--- src/rtl/mux_bus_pkg.sv ---
`default_nettype none
// +--------------------------------------------------------------------+
// | mux_bus_pkg : shared widths, FSM encodings and helpers for the     |
// |               multiplexed AD bus responder.                        |
// | Revision    : 1.0                                                  |
// +--------------------------------------------------------------------+
package mux_bus_pkg;

  localparam int AD_W   = 8;
  localparam int ADDR_W = 8;
  localparam int ERR_W  = 8;

  localparam logic [2:0] ST_IDLE  = 3'd0;
  localparam logic [2:0] ST_ADDR  = 3'd1;
  localparam logic [2:0] ST_READ  = 3'd2;
  localparam logic [2:0] ST_DRIVE = 3'd3;
  localparam logic [2:0] ST_WRITE = 3'd4;

  function automatic logic [ERR_W-1:0] sat_inc(input logic [ERR_W-1:0] v);
    return (&v) ? v : v + ERR_W'(1);
  endfunction

endpackage
`default_nettype wire

--- src/rtl/mux_bus_sync.sv ---
`default_nettype none
// +--------------------------------------------------------------------+
// | mux_bus_sync : STAGES-deep synchronizer with single-clock rise and |
// |                fall pulses taken on the synchronized level.        |
// | Revision     : 1.0                                                 |
// +--------------------------------------------------------------------+
module mux_bus_sync
  import mux_bus_pkg::*;
#(
  parameter int   STAGES  = 2,
  parameter logic RST_VAL = 1'b1
) (
  input  logic clk,
  input  logic rst_n,
  input  logic d,
  output logic q,
  output logic rise,
  output logic fall
);

  logic [STAGES-1:0] sync_q, sync_d;
  logic              prev_q, prev_d;

  always_comb begin
    sync_d = {sync_q[STAGES-2:0], d};
    prev_d = sync_q[STAGES-1];
  end

  always_ff @(posedge clk or negedge rst_n) begin
    if (!rst_n) begin
      sync_q <= {STAGES{RST_VAL}};
      prev_q <= RST_VAL;
    end else begin
      sync_q <= sync_d;
      prev_q <= prev_d;
    end
  end

  assign q    = sync_q[STAGES-1];
  assign rise = q & ~prev_q;
  assign fall = ~q & prev_q;

endmodule
`default_nettype wire

--- src/rtl/mux_bus_slave.sv ---
`default_nettype none
// +--------------------------------------------------------------------+
// | mux_bus_slave : Intel-mode multiplexed AD bus responder driving a  |
// |                 local register bank. Option: MUX_BUS_TIMEOUT_EN    |
// |                 aborts a stalled address phase after TIMEOUT clks. |
// | Revision      : 1.0                                                |
// +--------------------------------------------------------------------+
module mux_bus_slave
  import mux_bus_pkg::*;
#(
  parameter int SYNC_STAGES = 2,
  parameter int RD_LAT      = 1,
  parameter int TIMEOUT     = 255,
  parameter int U_DLY       = 1
) (
  input  logic              clk,
  input  logic              rst_n,
  input  logic              bus_csn,
  input  logic              bus_ale,
  input  logic              bus_rdn,
  input  logic              bus_wrn,
  input  logic [AD_W-1:0]   bus_ad_in,
  output logic [AD_W-1:0]   bus_ad_out,
  output logic              bus_ad_oe,
  output logic              bus_intn,
  output logic [ADDR_W-1:0] reg_addr,
  output logic [AD_W-1:0]   reg_wdata,
  output logic              reg_we,
  output logic              reg_re,
  input  logic [AD_W-1:0]   reg_rdata,
  input  logic [7:0]        int_src,
  input  logic [7:0]        int_mask,
  output logic [ERR_W-1:0]  proto_err_cnt
);

  if (SYNC_STAGES < 2 || RD_LAT < 1 || RD_LAT > 3 || TIMEOUT < 1 || TIMEOUT > 255 || U_DLY < 0)
  begin : g_bad_params
    $error("mux_bus_slave: parameter out of range");
  end

  localparam logic [1:0] c_rd_lat = 2'(RD_LAT);

  logic w_cs, w_cs_rise, w_cs_fall;
  logic w_ale, w_ale_rise, w_ale_fall;
  logic w_rd, w_rd_rise, w_rd_fall;
  logic w_wr, w_wr_rise, w_wr_fall;

  mux_bus_sync #(.STAGES(SYNC_STAGES), .RST_VAL(1'b1)) u_sync_csn (
    .clk(clk), .rst_n(rst_n), .d(bus_csn), .q(w_cs), .rise(w_cs_rise), .fall(w_cs_fall));
  mux_bus_sync #(.STAGES(SYNC_STAGES), .RST_VAL(1'b0)) u_sync_ale (
    .clk(clk), .rst_n(rst_n), .d(bus_ale), .q(w_ale), .rise(w_ale_rise), .fall(w_ale_fall));
  mux_bus_sync #(.STAGES(SYNC_STAGES), .RST_VAL(1'b1)) u_sync_rdn (
    .clk(clk), .rst_n(rst_n), .d(bus_rdn), .q(w_rd), .rise(w_rd_rise), .fall(w_rd_fall));
  mux_bus_sync #(.STAGES(SYNC_STAGES), .RST_VAL(1'b1)) u_sync_wrn (
    .clk(clk), .rst_n(rst_n), .d(bus_wrn), .q(w_wr), .rise(w_wr_rise), .fall(w_wr_fall));

  logic w_unused_ok;
  assign w_unused_ok = ^{w_cs_rise, w_cs_fall, w_ale, w_ale_rise};

  // One extra stage so sampled AD is one clock older than the control edge.
  logic [AD_W-1:0] ad_pipe_q [SYNC_STAGES+1];
  logic [AD_W-1:0] ad_pipe_d [SYNC_STAGES+1];
  logic [AD_W-1:0] w_ad_dly;

  always_comb begin
    ad_pipe_d[0] = bus_ad_in;
    for (int i = 1; i <= SYNC_STAGES; i++) ad_pipe_d[i] = ad_pipe_q[i-1];
  end

  assign w_ad_dly = ad_pipe_q[SYNC_STAGES];

  logic [2:0] state_q, state_d;
  logic       err_q, err_d, err_inc;
  logic       w_both_low;
  logic [1:0] rd_cnt_q, rd_cnt_d;

`ifdef MUX_BUS_TIMEOUT_EN
  localparam logic [7:0] c_timeout = 8'(TIMEOUT);
  logic [7:0] tmo_q, tmo_d;
`endif

  assign w_both_low = ~w_rd & ~w_wr;

  always_ff @(posedge clk or negedge rst_n) begin
    if (!rst_n) begin
      state_q <= ST_IDLE;
      err_q   <= 1'b0;
    end else begin
      state_q <= state_d;
      err_q   <= err_d;
    end
  end

  always_comb begin
    state_d = state_q;
    err_d   = err_q;
    err_inc = 1'b0;
    if (w_both_low) begin
      state_d = ST_IDLE;
      err_d   = 1'b1;
      err_inc = ~err_q;
    end else if (err_q) begin
      state_d = ST_IDLE;
      if (w_rd && w_wr) err_d = 1'b0;
    end else begin
      case (state_q)
        ST_IDLE:  if (w_ale_fall && !w_cs) state_d = ST_ADDR;
        ST_ADDR: begin
          if (w_cs)                    state_d = ST_IDLE;
          else if (w_rd_fall && w_wr)  state_d = ST_READ;
          else if (w_wr_fall && w_rd)  state_d = ST_WRITE;
`ifdef MUX_BUS_TIMEOUT_EN
          else if (tmo_q == c_timeout) begin
            state_d = ST_IDLE;
            err_inc = 1'b1;
          end
`endif
        end
        ST_READ: begin
          if (w_cs)                         state_d = ST_IDLE;
          else if (rd_cnt_q == c_rd_lat)    state_d = ST_DRIVE;
        end
        ST_DRIVE: if (w_rd_rise || w_cs) state_d = ST_IDLE;
        ST_WRITE: begin
          if (w_wr_rise) state_d = ST_IDLE;
          else if (w_cs) begin
            state_d = ST_IDLE;
            err_inc = 1'b1;
          end
        end
        default: state_d = ST_IDLE;
      endcase
    end
  end

  logic [ADDR_W-1:0] reg_addr_q, reg_addr_d;
  logic [AD_W-1:0]   reg_wdata_q, reg_wdata_d;
  logic              reg_we_q, reg_we_d;
  logic              reg_re_q, reg_re_d;
  logic [AD_W-1:0]   bus_ad_out_q, bus_ad_out_d;
  logic              drive_q, drive_d;
  logic [ERR_W-1:0]  proto_err_cnt_q, proto_err_cnt_d;
  logic              intn_q, intn_d;

  always_comb begin
    reg_addr_d      = (w_ale_fall && state_d == ST_ADDR) ? w_ad_dly : reg_addr_q;
    reg_re_d        = (state_q == ST_ADDR) && (state_d == ST_READ);
    reg_we_d        = (state_q == ST_WRITE) && w_wr_rise && !w_both_low;
    reg_wdata_d     = reg_we_d ? w_ad_dly : reg_wdata_q;
    rd_cnt_d        = (state_q == ST_READ) ? rd_cnt_q + 2'd1 : 2'd0;
    bus_ad_out_d    = (state_q == ST_READ && state_d == ST_DRIVE) ? reg_rdata : bus_ad_out_q;
    drive_d         = (state_d == ST_DRIVE);
    proto_err_cnt_d = err_inc ? sat_inc(proto_err_cnt_q) : proto_err_cnt_q;
    intn_d          = ~|(int_src & int_mask);
`ifdef MUX_BUS_TIMEOUT_EN
    tmo_d           = (state_q == ST_ADDR && state_d == ST_ADDR) ? tmo_q + 8'd1 : 8'd0;
`endif
  end

  always_ff @(posedge clk or negedge rst_n) begin
    if (!rst_n) begin
      for (int i = 0; i <= SYNC_STAGES; i++) ad_pipe_q[i] <= '0;
      reg_addr_q      <= '0;
      reg_wdata_q     <= '0;
      reg_we_q        <= 1'b0;
      reg_re_q        <= 1'b0;
      rd_cnt_q        <= 2'd0;
      bus_ad_out_q    <= '0;
      drive_q         <= 1'b0;
      proto_err_cnt_q <= '0;
      intn_q          <= 1'b1;
`ifdef MUX_BUS_TIMEOUT_EN
      tmo_q           <= 8'd0;
`endif
    end else begin
      ad_pipe_q       <= ad_pipe_d;
      reg_addr_q      <= reg_addr_d;
      reg_wdata_q     <= reg_wdata_d;
      reg_we_q        <= reg_we_d;
      reg_re_q        <= reg_re_d;
      rd_cnt_q        <= rd_cnt_d;
      bus_ad_out_q    <= bus_ad_out_d;
      drive_q         <= drive_d;
      proto_err_cnt_q <= proto_err_cnt_d;
      intn_q          <= intn_d;
`ifdef MUX_BUS_TIMEOUT_EN
      tmo_q           <= tmo_d;
`endif
    end
  end

  // Raw pad strobes gate the enable so the bus is released without clock latency.
  assign bus_ad_oe     = drive_q & ~bus_rdn & ~bus_csn;
  assign bus_ad_out    = bus_ad_out_q;
  assign bus_intn      = intn_q;
  assign reg_addr      = reg_addr_q;
  assign reg_wdata     = reg_wdata_q;
  assign reg_we        = reg_we_q;
  assign reg_re        = reg_re_q;
  assign proto_err_cnt = proto_err_cnt_q;

endmodule
`default_nettype wire
--- config.mk ---
export PLATFORM = sky130hd
export DESIGN_NAME = mux_bus_slave
export DESIGN_NICKNAME = d
export VERILOG_FILES = /design/src/rtl/mux_bus_pkg.sv /design/src/rtl/mux_bus_sync.sv /design/src/rtl/mux_bus_slave.sv
export SDC_FILE = /design/constraint.sdc
export NUM_CORES = 1
export LEC_CHECK = 0
export CAP_MARGIN = 10
export CORE_MARGIN = 2
export CORE_UTILIZATION = 45
export CTS_CLUSTER_DIAMETER = 40
export DETAILED_ROUTE_END_ITERATION = 12
export DONT_BUFFER_PORTS = 1
export PLACE_DENSITY = 0.58
export SETUP_SLACK_MARGIN = 0.1
export SYNTH_ARGS = -nofsm -noshare
export SYNTH_HDL_FRONTEND = slang
export SYNTH_SLANG_ARGS = --single-unit
--- constraint.sdc ---
create_clock -name clk -period 2.86 [get_ports clk]
set_input_delay 0.572 -clock clk [delete_from_list [all_inputs] [get_ports clk]]
set_output_delay 0.572 -clock clk [all_outputs]
set_load 0.005 [all_outputs]
# Yosys cells after proc, flatten, opt, wreduce, memory -nomap -nowiden
# Index checks and enable logic that the tools add are counted.
[word_totals] regBits=77 mem_bits_ro=0 out_inout_bits=36 inputBits=38 n_memories=0 latch_bits=0 elab_cells=87 ramBits=0
[op_classes] n_div=0 multipliers=0 mux=21 add_sub_neg=2 n_bitwise=18 shifts=0 eq_ne=8 n_lt_le_gt_ge=0 n_reduce_logical=17
[op_table] operator="two-way mux 3 bit" n=11
[op_table] operator="one-hot mux 3 bit (5 select lines)" n=1
[op_table] operator="== test 3 x 2 -> 1 bit (second input constant)" n=4
[op_table] operator="logical AND 1 bit" n=9
[op_table] operator="inverter 1 bit" n=9
[op_table] operator="adder 8 x 1 -> 8 bit (second input constant)" n=1
[op_table] operator="AND 1 bit" n=8
[op_table] operator="AND 8 bit" n=1
[op_table] operator="two-way mux 1 bit" n=8
[op_table] operator="AND reduction 8 bit" n=1
[op_table] operator="OR reduction 8 bit" n=1
[op_table] operator="== test 3 x 1 -> 1 bit (second input constant)" n=2
[op_table] operator="== test 3 bit (second input constant)" n=1
[op_table] operator="logical NOT 1 bit" n=3
[op_table] operator="logical NOT 3 bit" n=1
[op_table] operator="adder 2 x 1 -> 2 bit (second input constant)" n=1
[op_table] operator="== test 2 x 1 -> 1 bit (second input constant)" n=1
[op_table] operator="two-way mux 2 bit" n=1
[op_table] operator="AND reduction 2 bit" n=1
[op_table] operator="logical OR 1 bit" n=1

# Longest topological paths before layout
# Gate-level depths: netlist (run 1).
[logic_depth] depth_word=11 depth_mapped=8 ltp_nobuf=7

# Cells and area by module
# Synthesis (run 1) repeated with hierarchy kept, for this count alone.
[hier_totals] cells_unflattened=175 hier_area_um2=2882.8
[by_module_without_submodules] module="mux_bus_slave" seq_area_each_um2=1652.8 n_inst=1 area_per_inst_um2=2511.2 cells_each=155
[by_module_without_submodules] module="mux_bus_sync (u_sync_csn ...)" seq_area_each_um2=78.8 n_inst=3 area_per_inst_um2=93.8 cells_each=5
[by_module_without_submodules] module="mux_bus_sync (u_sync_ale)" seq_area_each_um2=75.1 n_inst=1 area_per_inst_um2=90.1 cells_each=5

# Least setup slack after synthesis (run 1)
# No wires, ideal clock.
[synth_timing] path_type="flip-flop to flip-flop" start="register state_q[2]" end="register bus_ad_out_q[0] (netlist: bus_ad_out[0])" required_ns=2.735 arrival_ns=2.028 path_buffers=2 slack_ns=0.707 path_stages_with_launch=8 path_cell_list="dfrtp_1 > buf_2 > nor3b_2 > nand2_1 > o32a_1 > or4_1 > buf_6 > mux2_4"
[synth_between] elab_chain_len=8 word_cells_on_any_way=19 cone_classes="5 x eq/ne; 12 x mux; 2 x reduce/logical"
[synth_lines] item="start, declared" line="mux_bus_slave.sv:72" rtl="logic [2:0] state_q, state_d;"
[synth_lines] item="start signal, assigned" line="mux_bus_slave.sv:89" rtl="state_q <= state_d;"
[synth_lines] item="two-way mux 3 bit" line="mux_bus_slave.sv:111" rtl="else if (w_wr_fall && w_rd) state_d = ST_WRITE;"
[synth_lines] item="two-way mux 3 bit" line="mux_bus_slave.sv:110" rtl="else if (w_rd_fall && w_wr) state_d = ST_READ;"
[synth_lines] item="two-way mux 3 bit" line="mux_bus_slave.sv:109" rtl="if (w_cs) state_d = ST_IDLE;"
[synth_lines] item="one-hot mux 3 bit (5 select lines)" line="mux_bus_slave.sv:106" rtl="case (state_q)"
[synth_lines] item="two-way mux 3 bit" line="mux_bus_slave.sv:102" rtl="end else if (err_q) begin"
[synth_lines] item="two-way mux 3 bit" line="mux_bus_slave.sv:98" rtl="if (w_both_low) begin"
[synth_lines] item="== test 3 x 2 -> 1 bit" line="mux_bus_slave.sv:151" rtl="bus_ad_out_d = (state_q == ST_READ && state_d == ST_DRIVE) ? reg_rdata : bus_ad_out_q;"
[synth_lines] item="logical AND 1 bit (*)" line="mux_bus_slave.sv:151"
[synth_lines] item="end signal, assigned" line="mux_bus_slave.sv:182" rtl="bus_ad_out_q <= bus_ad_out_d;"
[synth_lines] item="end, declared" line="mux_bus_slave.sv:140" rtl="logic [AD_W-1:0] bus_ad_out_q, bus_ad_out_d;"
# Mark *: on every way between the ends. The rest lies on a longest branch, timed or not.
# A chain may end at the register's enable or synchronous reset.

# Worst setup path in the final report (run 1)
[layout_timing] start="register u_sync_wrn.sync_q[1]" end="register bus_ad_out_q[6] (netlist: bus_ad_out[6])"
[layout_between] elab_chain_len=11 word_cells_on_any_way=15 cone_classes="1 x eq/ne; 7 x mux; 4 x bitwise; 3 x reduce/logical"
[layout_lines] item="start, declared" line="mux_bus_sync.sv:21" rtl="logic [STAGES-1:0] sync_q, sync_d;"
[layout_lines] item="start signal, assigned" line="mux_bus_sync.sv:31" rtl="sync_q <= {STAGES{RST_VAL}};"
[layout_lines] item="start signal, assigned" line="mux_bus_sync.sv:34" rtl="sync_q <= sync_d;"
[layout_lines] item="inverter 1 bit" line="mux_bus_sync.sv:41, mux_bus_slave.sv:82"
[layout_lines] item="AND 1 bit" line="mux_bus_sync.sv:41" rtl="assign fall = ~q & prev_q;"
[layout_lines] item="logical AND 1 bit" line="mux_bus_slave.sv:111"
[layout_lines] item="two-way mux 3 bit" line="mux_bus_slave.sv:111"
[layout_lines] item="two-way mux 3 bit" line="mux_bus_slave.sv:110"
[layout_lines] item="two-way mux 3 bit" line="mux_bus_slave.sv:109"
[layout_lines] item="one-hot mux 3 bit (5 select lines)" line="mux_bus_slave.sv:106"
[layout_lines] item="two-way mux 3 bit" line="mux_bus_slave.sv:102"
[layout_lines] item="two-way mux 3 bit (*)" line="mux_bus_slave.sv:98"
[layout_lines] item="== test 3 x 2 -> 1 bit (*)" line="mux_bus_slave.sv:151"
[layout_lines] item="logical AND 1 bit (*)" line="mux_bus_slave.sv:151"
# Marks and branches as above.

==> results of run 1 <==
area by class of cell:
| class | instances | share of cell area (%) |
|---|---|---|
| clock inverter | 6 | 3.68 |
| sequential | 77 | 63.3 |
| clock buffer | 9 | 4.04 |
| timing repair buffer | 2 | 1.14 |
| tap | 75 | 3.06 |
| multi-input combinational | 106 | 24.1 |
| inverter | 6 | 0.735 |
worst max-delay path, cell delays in order (launching register included):
cell and delay, ns:
dfstp_2 0.60, inv_1 0.07, and3_1 0.17, o32a_1 0.34, or4_1 0.73, mux2_4 0.38
cell usage after synthesis:
cell type,number,area share [%]
a22oi_1,4,1.1
xor2_1,6,1.9
nand4_1,1,0.23
buf_2,1,0.18
nor3_2,1,0.37
nand4b_1,1,0.32
nand2b_1,1,0.23
nand3b_1,1,0.28
o221ai_1,1,0.32
buf_6,1,0.41
or3b_2,1,0.32
xnor2_1,1,0.32
clkbuf_1,1,0.14
clkinv_1,1,0.14
nor2_1,11,1.5
mux2_4,8,4.4
nor4b_1,1,0.32
a21oi_1,1,0.18
o21ai_0,2,0.37
nand2_1,30,4.1
dfrtp_1,68,63
and4_1,1,0.32
and3_1,1,0.23
nor3_1,4,0.74
ha_1,2,0.92
nor3b_2,1,0.46
mux2_2,9,3.7
nor2b_1,1,0.23
or2_2,1,0.23
or3_1,1,0.23
inv_1,5,0.69
o32a_1,1,0.37
a41oi_1,1,0.32
maj3_1,1,0.37
or4_1,1,0.28
o21a_1,1,0.28
and4b_1,1,0.37
dfstp_2,9,8.7
a211oi_1,1,0.28
nor3b_1,1,0.28
nand3_1,6,1.1
kinds of logic after synthesis:
kind of cell,synth area share [%]
AOI/OAI and AO/OA,3.22
xor gates and xnor gates,2.26
adders and majority gates,1.29
buffers and inverters,1.56
DFF,71.3
muxes,8.15
and+or+nand+nor,12.2
power groups by stage:
stage          clock network, W  logic [W]  registers, W
3_5_place_dp                  0   0.000117       0.00130
2_1_floorplan                 0   0.000101       0.00128
4_1_cts                0.000980   0.000141       0.00128
5_1_grt                 0.00103   0.000156       0.00130
6_report               0.000951   0.000137       0.00128
3_3_place_gp                  0   0.000109       0.00130
metrics by stage:
step	setup WS (ns)	area (um2)	cells
finish	0.453	3060	281
global route	0.370	3060	281
CTS	0.463	3060	281
detailed placement	0.480	2800	265
global placement	0.532	2800	265
floorplan	0.707	2720	192
registers in the layout, summed over array words and instances, names as in the netlist, 3 cells and up:
| register | cells |
|---|---|
| reg_wdata | 8 |
| proto_err_cnt | 8 |
| ad_pipe_d | 16 |
| reg_addr | 8 |
| state_q | 3 |
| w_ad_dly | 8 |
| bus_ad_out | 8 |
layer usage:
layer,up-vias,GRT usage [%]
met5,-,0
met4,0,10.3
met3,15,5.71
met2,87,25.2
met1,725,17.8
li1,665,-
what timing repair did:
action,in CTS,in global routing
hold endpoints to repair,68,0
hold buffers,1,0
endpoints found under the setup margin,0,0
final timing paths:
check,start,to,slack (ns),cells past startpoint
max in group asynchronous,rst_n,ad_pipe_d[14]$_DFF_PN0_,2.49,1
max,u_sync_wrn.sync_q[1]$_DFF_PN1_,bus_ad_out[6]$_DFFE_PN0P_,0.45,5
min,rst_n,u_sync_rdn.prev_q$_DFF_PN1_,0.07,0
min reg2reg,u_sync_ale.sync_q[0]$_DFF_PN0_,u_sync_ale.sync_q[1]$_DFF_PN0_,0.35,0
min in group clk,bus_wrn,u_sync_wrn.sync_q[0]$_DFF_PN1_,0.23,0
max reg2reg,u_sync_wrn.sync_q[1]$_DFF_PN1_,bus_ad_out[6]$_DFFE_PN0P_,0.45,5
==> flow_summary_export.csv, run 1 <==
group,metric,value,unit
drt,antenna_left,0,
floorplanning,dieArea,6680,um2
sta,maxSlewHeadroom,68.8,%
sta,fin_tns_setup,0,ns
finish,multiInputGateArea,737,um2
pwr,p_sw_share,22.6,%
clock_tree,cts_htree_levels,3,
clock_tree,cts_tree,"yes",
pwr,clkPwrFrac,40.2,%
logic_synthesis,syn_nets,232,
clock_tree,ctsResizeCount,0,
grt,grt_pass1_vias,1667,
floorplanning,num_io_pins,74,
setup_path,crit_type,"reg -> reg",
logic_synthesis,yosysSeqAreaShare,71.3,%
hold_path,hp-class,"in -> async",
finish,fin_util,52.0,%
floorplanning,num_rows,28,
setup_path,endpoint_kind,"flip-flop",
sta,hold_viol,0,
finish,layout-drive-gt1-share,22.8,%
logic_synthesis,yosysWarningCount,0,
finish,fillerInstances,493,
floorplanning,die_h,81.7,um
logic_synthesis,syn_inst,192,
grt,track_usage,15.7,%
logic_synthesis,syn_area_per_cell,14.2,um2
grt,grt_max_degree,69,
drt,wl_met3,430,um
drt,drt_iter0_markers,89,
sta,rsz0062_at_grt,"false",
pwr,seqPwrFrac,54.1,%
finish,regArea,1940,um2
clock_tree,cts-buffers-inserted,9,
drt,viasPerCell,5.31,
setup_path,path_max_fanout,8,
clock_tree,path_clk_slew,0.08,ns
drt,vias,1492,
clock_tree,cts.path.max_buffers,2,
pwr,power_density,773,nW/um2
finish,n_antenna_cell,0,
pwr,switchingPower,0.000534,W
pwr,p_leak,1.44,nW
clock_tree,clk_latency,0.34,ns
run,max_cap_violations,0,
floorplanning,core_area,5890,um2
sta,drv_slew,0,
pwr,combPwrFrac,5.8,%
place,dpl.hpwl,3.15,mm
grt,grt_pass1_wl,7.48,mm
finish,area_delta_synth_final,12.7,%
floorplanning,initial_core_util,46.2,%
grt,antenna_found_initial,0,
drt,first_pass_iters,6,
pwr,p_total,0.00237,W
pwr,intPower,0.00183,W
finish,nets,242,
drt,top_layer,"met4",
finish,final_common_cell,"dfrtp_1",
drt,drc,0,
drt,route.met2.wl,2.29,mm
logic_synthesis,synthesis.area,2720,um2
sta,fin_crit,2.41,ns
sta,fmax,0.415,GHz
run_status,status,"finished clean",
place,io_buffers,0,
clock_tree,cts.sinks,77,
sta,worstMarginPinSlew,0.465,ns
setup_path,cp.required,3.08,ns
setup_path,critPathLaunchType,"flip-flop",
setup_path,critPathArrivalTime,2.63,ns
drt,m1WireLength,1.81,mm
drt,wl,4.67,mm
sta,skew,0.0108,ns
pwr,peakVddDrop,0.338,mV
logic_synthesis,synth_cell_types,41,
clock_tree,root_buffer,"clkbuf_8",
grt,grt_overflow_total,0,
finish,most-common-layout-cells,"dfrtp_1 (68), nand2_1 (30), nor2_1 (11)",
sta,min_period_over_period,84.2,%
floorplanning,dieWidth,81.7,um
logic_synthesis,synth-seq-cells,77,
sta,hold_ws,0.0704,ns
drt,routedWlPerCell,16.6,um
clock_tree,cts_setup_buffers,0,
sta,setup_viol,0,
place,gp_congestion,0.811,
Note: power is estimated with default switching activity, not from simulation.
==> inputs of run 2 (changes only) <==
==> constraint.sdc (replaced) <==
create_clock -name clk -period 2.4 [get_ports clk]
set_input_delay 0.48 -clock clk [delete_from_list [all_inputs] [get_ports clk]]
set_output_delay 0.48 -clock clk [all_outputs]
set_load 0.005 [all_outputs]
==> run 2 against run 1 <==
Setup slack got worse by 0.22 ns. Fmax up 11%. Die area unchanged. Final area is 0.41% lower. Hold slack got worse by 0.046 ns. Combinational power grew 20%. Critical path depth unchanged. Count of clock-buffer cells in the layout unchanged. Non-clock buffer count is 1 higher. Power increased by 14%. Critical path type unchanged. Global-route usage down 0.46 points. Clock power is 7% higher.
==> flow_summary_export.csv, run 2 (synthesis gave the netlist of run 1 again) <==
group,metric,value,unit
floorplanning,initial_core_util,46.2,%
run_status,status,"finished clean",
sta,worstMarginPinSlew,0.443,ns
finish,fin_util,51.8,%
sta,fmax,0.461,GHz
finish,n_antenna_cell,0,
finish,nets,243,
drt,drc,0,
hold_path,hp-class,"in -> async",
floorplanning,core_area,5890,um2
pwr,peakVddDrop,0.390,mV
drt,antenna_left,0,
pwr,p_leak,1.43,nW
pwr,switchingPower,0.000631,W
clock_tree,cts-buffers-inserted,9,
floorplanning,dieWidth,81.7,um
clock_tree,path_clk_slew,0.07,ns
drt,routedWlPerCell,16.0,um
clock_tree,cts.path.max_buffers,2,
sta,skew,0.00557,ns
floorplanning,num_rows,28,
sta,fin_tns_setup,0,ns
setup_path,crit_chain,"nor3b_2 > nand2_1 > o32a_1 > or4_4 > mux2_4",
sta,min_period_over_period,90.4,%
sta,rsz0062_at_grt,"false",
sta,setup_viol,0,
setup_path,crit_type,"reg -> reg",
pwr,seqPwrFrac,56.3,%
pwr,p_sw_share,23.3,%
place,io_buffers,0,
finish,final_common_cell,"dfrtp_1",
sta,drv_slew,0,
setup_path,r2r_slack,0.23,ns
finish,largest_reg_flops,16,
sta,maxSlewHeadroom,70.3,%
drt,drt_iter0_markers,79,
grt,grt_overflow_total,0,
grt,track_usage,15.3,%
pwr,intPower,0.00208,W
setup_path,critPathMaxStageDelay,0.59,ns
drt,vias,1470,
place,gp_congestion,0.837,
run,max_cap_violations,0,
sta,hold_viol,0,
setup_path,endpoint_kind,"flip-flop",
setup_path,cp.required,2.61,ns
setup_path,cp_slowest_cell,"or4_4",
floorplanning,die_h,81.7,um
finish,area_delta_synth_final,12.2,%
pwr,power_density,888,nW/um2
drt,viasPerCell,5.21,
floorplanning,dieArea,6680,um2
finish,most-common-layout-cells,"dfrtp_1 (68), nand2_1 (30), nor2_1 (11)",
drt,first_pass_iters,4,
finish,fillerInstances,508,
grt,grt_pass1_vias,1581,
clock_tree,cts.sinks,77,
place,dpl.hpwl,3.06,mm
clock_tree,clk_latency,0.33,ns
clock_tree,cts_setup_buffers,0,
clock_tree,root_buffer,"clkbuf_8",
drt,wl,4.50,mm
grt,grt_max_degree,78,
pwr,combPwrFrac,6.0,%
grt,antenna_found_initial,0,
sta,fin_crit,2.17,ns
grt,grt_pass1_wl,7.41,mm
clock_tree,cts_htree_levels,3,
pwr,p_total,0.00271,W
floorplanning,num_io_pins,74,
finish,layout-drive-gt1-share,23.7,%
setup_path,critPathLaunchType,"flip-flop",
pwr,clkPwrFrac,37.7,%
setup_path,path_max_fanout,8,
clock_tree,cts_tree,"yes",
setup_path,critPathArrivalTime,2.38,ns
==> run 2: cell count changes in the layout (fill, tap and decap cells not counted), sizes merged <==
cell,delta
buf,+1
bufinv,-1
clkinvlp,+2
clkinv,-1
==> run 2: repair_timing <==
item,4_1_cts,5_1_grt
endpoints found under the setup margin,8,0
hold endpoints to repair,77,0
hold buffers,1,0
gates resized for setup,1,0
==> run 2: final cells by class <==
type	instances	area, um2	area share [%]
flip-flops and latches	77	1940	63.5
multi-input cells	106	741	24.3
clock buffers	9	124	4.06
well taps	75	93.8	3.08
clock inverters	6	88.8	2.91
repair buffers	3	42.5	1.39
inverters	6	22.5	0.738
==> run 2: final timing paths <==
path | from | endpoint | depth (start not counted)
min in group clk | bus_rdn | u_sync_rdn.sync_q[0]$_DFF_PN1_ | 0
worst min-delay path | rst_n | w_ad_dly[3]$_DFF_PN0_ | 1
worst max register to register | state_q[2]$_DFF_PN0_ | bus_ad_out[6]$_DFFE_PN0P_ | 5
max in group asynchronous | rst_n | u_sync_rdn.sync_q[1]$_DFF_PN1_ | 1
worst max-delay path | state_q[2]$_DFF_PN0_ | bus_ad_out[6]$_DFFE_PN0P_ | 5
worst min register to register | ad_pipe_d[14]$_DFF_PN0_ | ad_pipe_d[6]$_DFF_PN0_ | 0
==> run 2: critical path: cells and delay by family (launching register included) <==
family,cells,cell delay [ns]
muxes,1,0.33
and+or+nand+nor,3,0.91
DFF,1,0.47
AOI/OAI and AO/OA,1,0.35
==> run 2: stage by stage <==
stage                     instances  hold slack, ns  setup WS (ns)  instance area, um2
after floorplan                 192           0.184          0.247                2720
after global placement          266           0.186          0.111                2810
after detailed placement        266           0.186         0.0488                2810
after CTS                       282          0.0338          0.226                3050
after global routing            282          0.0424          0.100                3050
final                           282          0.0243          0.230                3050
==> run 2: metal layers <==
metal | wire length, um | GRT usage (%) | part of all wire (%)
met5 | 0 | 0 | 0
met1 | 1850 | 19.3 | 41
met3 | 380 | 4.84 | 8.4
met4 | 69 | 8.67 | 1.5
met2 | 2210 | 23.4 | 49
==> run 2: power groups by stage <==
stage,clock [W],combinational (W),sequential [W]
5_1_grt,0.00112,0.000192,0.00155
2_1_floorplan,0,0.000120,0.00152
3_5_place_dp,0,0.000139,0.00155
3_3_place_gp,0,0.000132,0.00155
6_report,0.00102,0.000164,0.00153
4_1_cts,0.00106,0.000169,0.00153
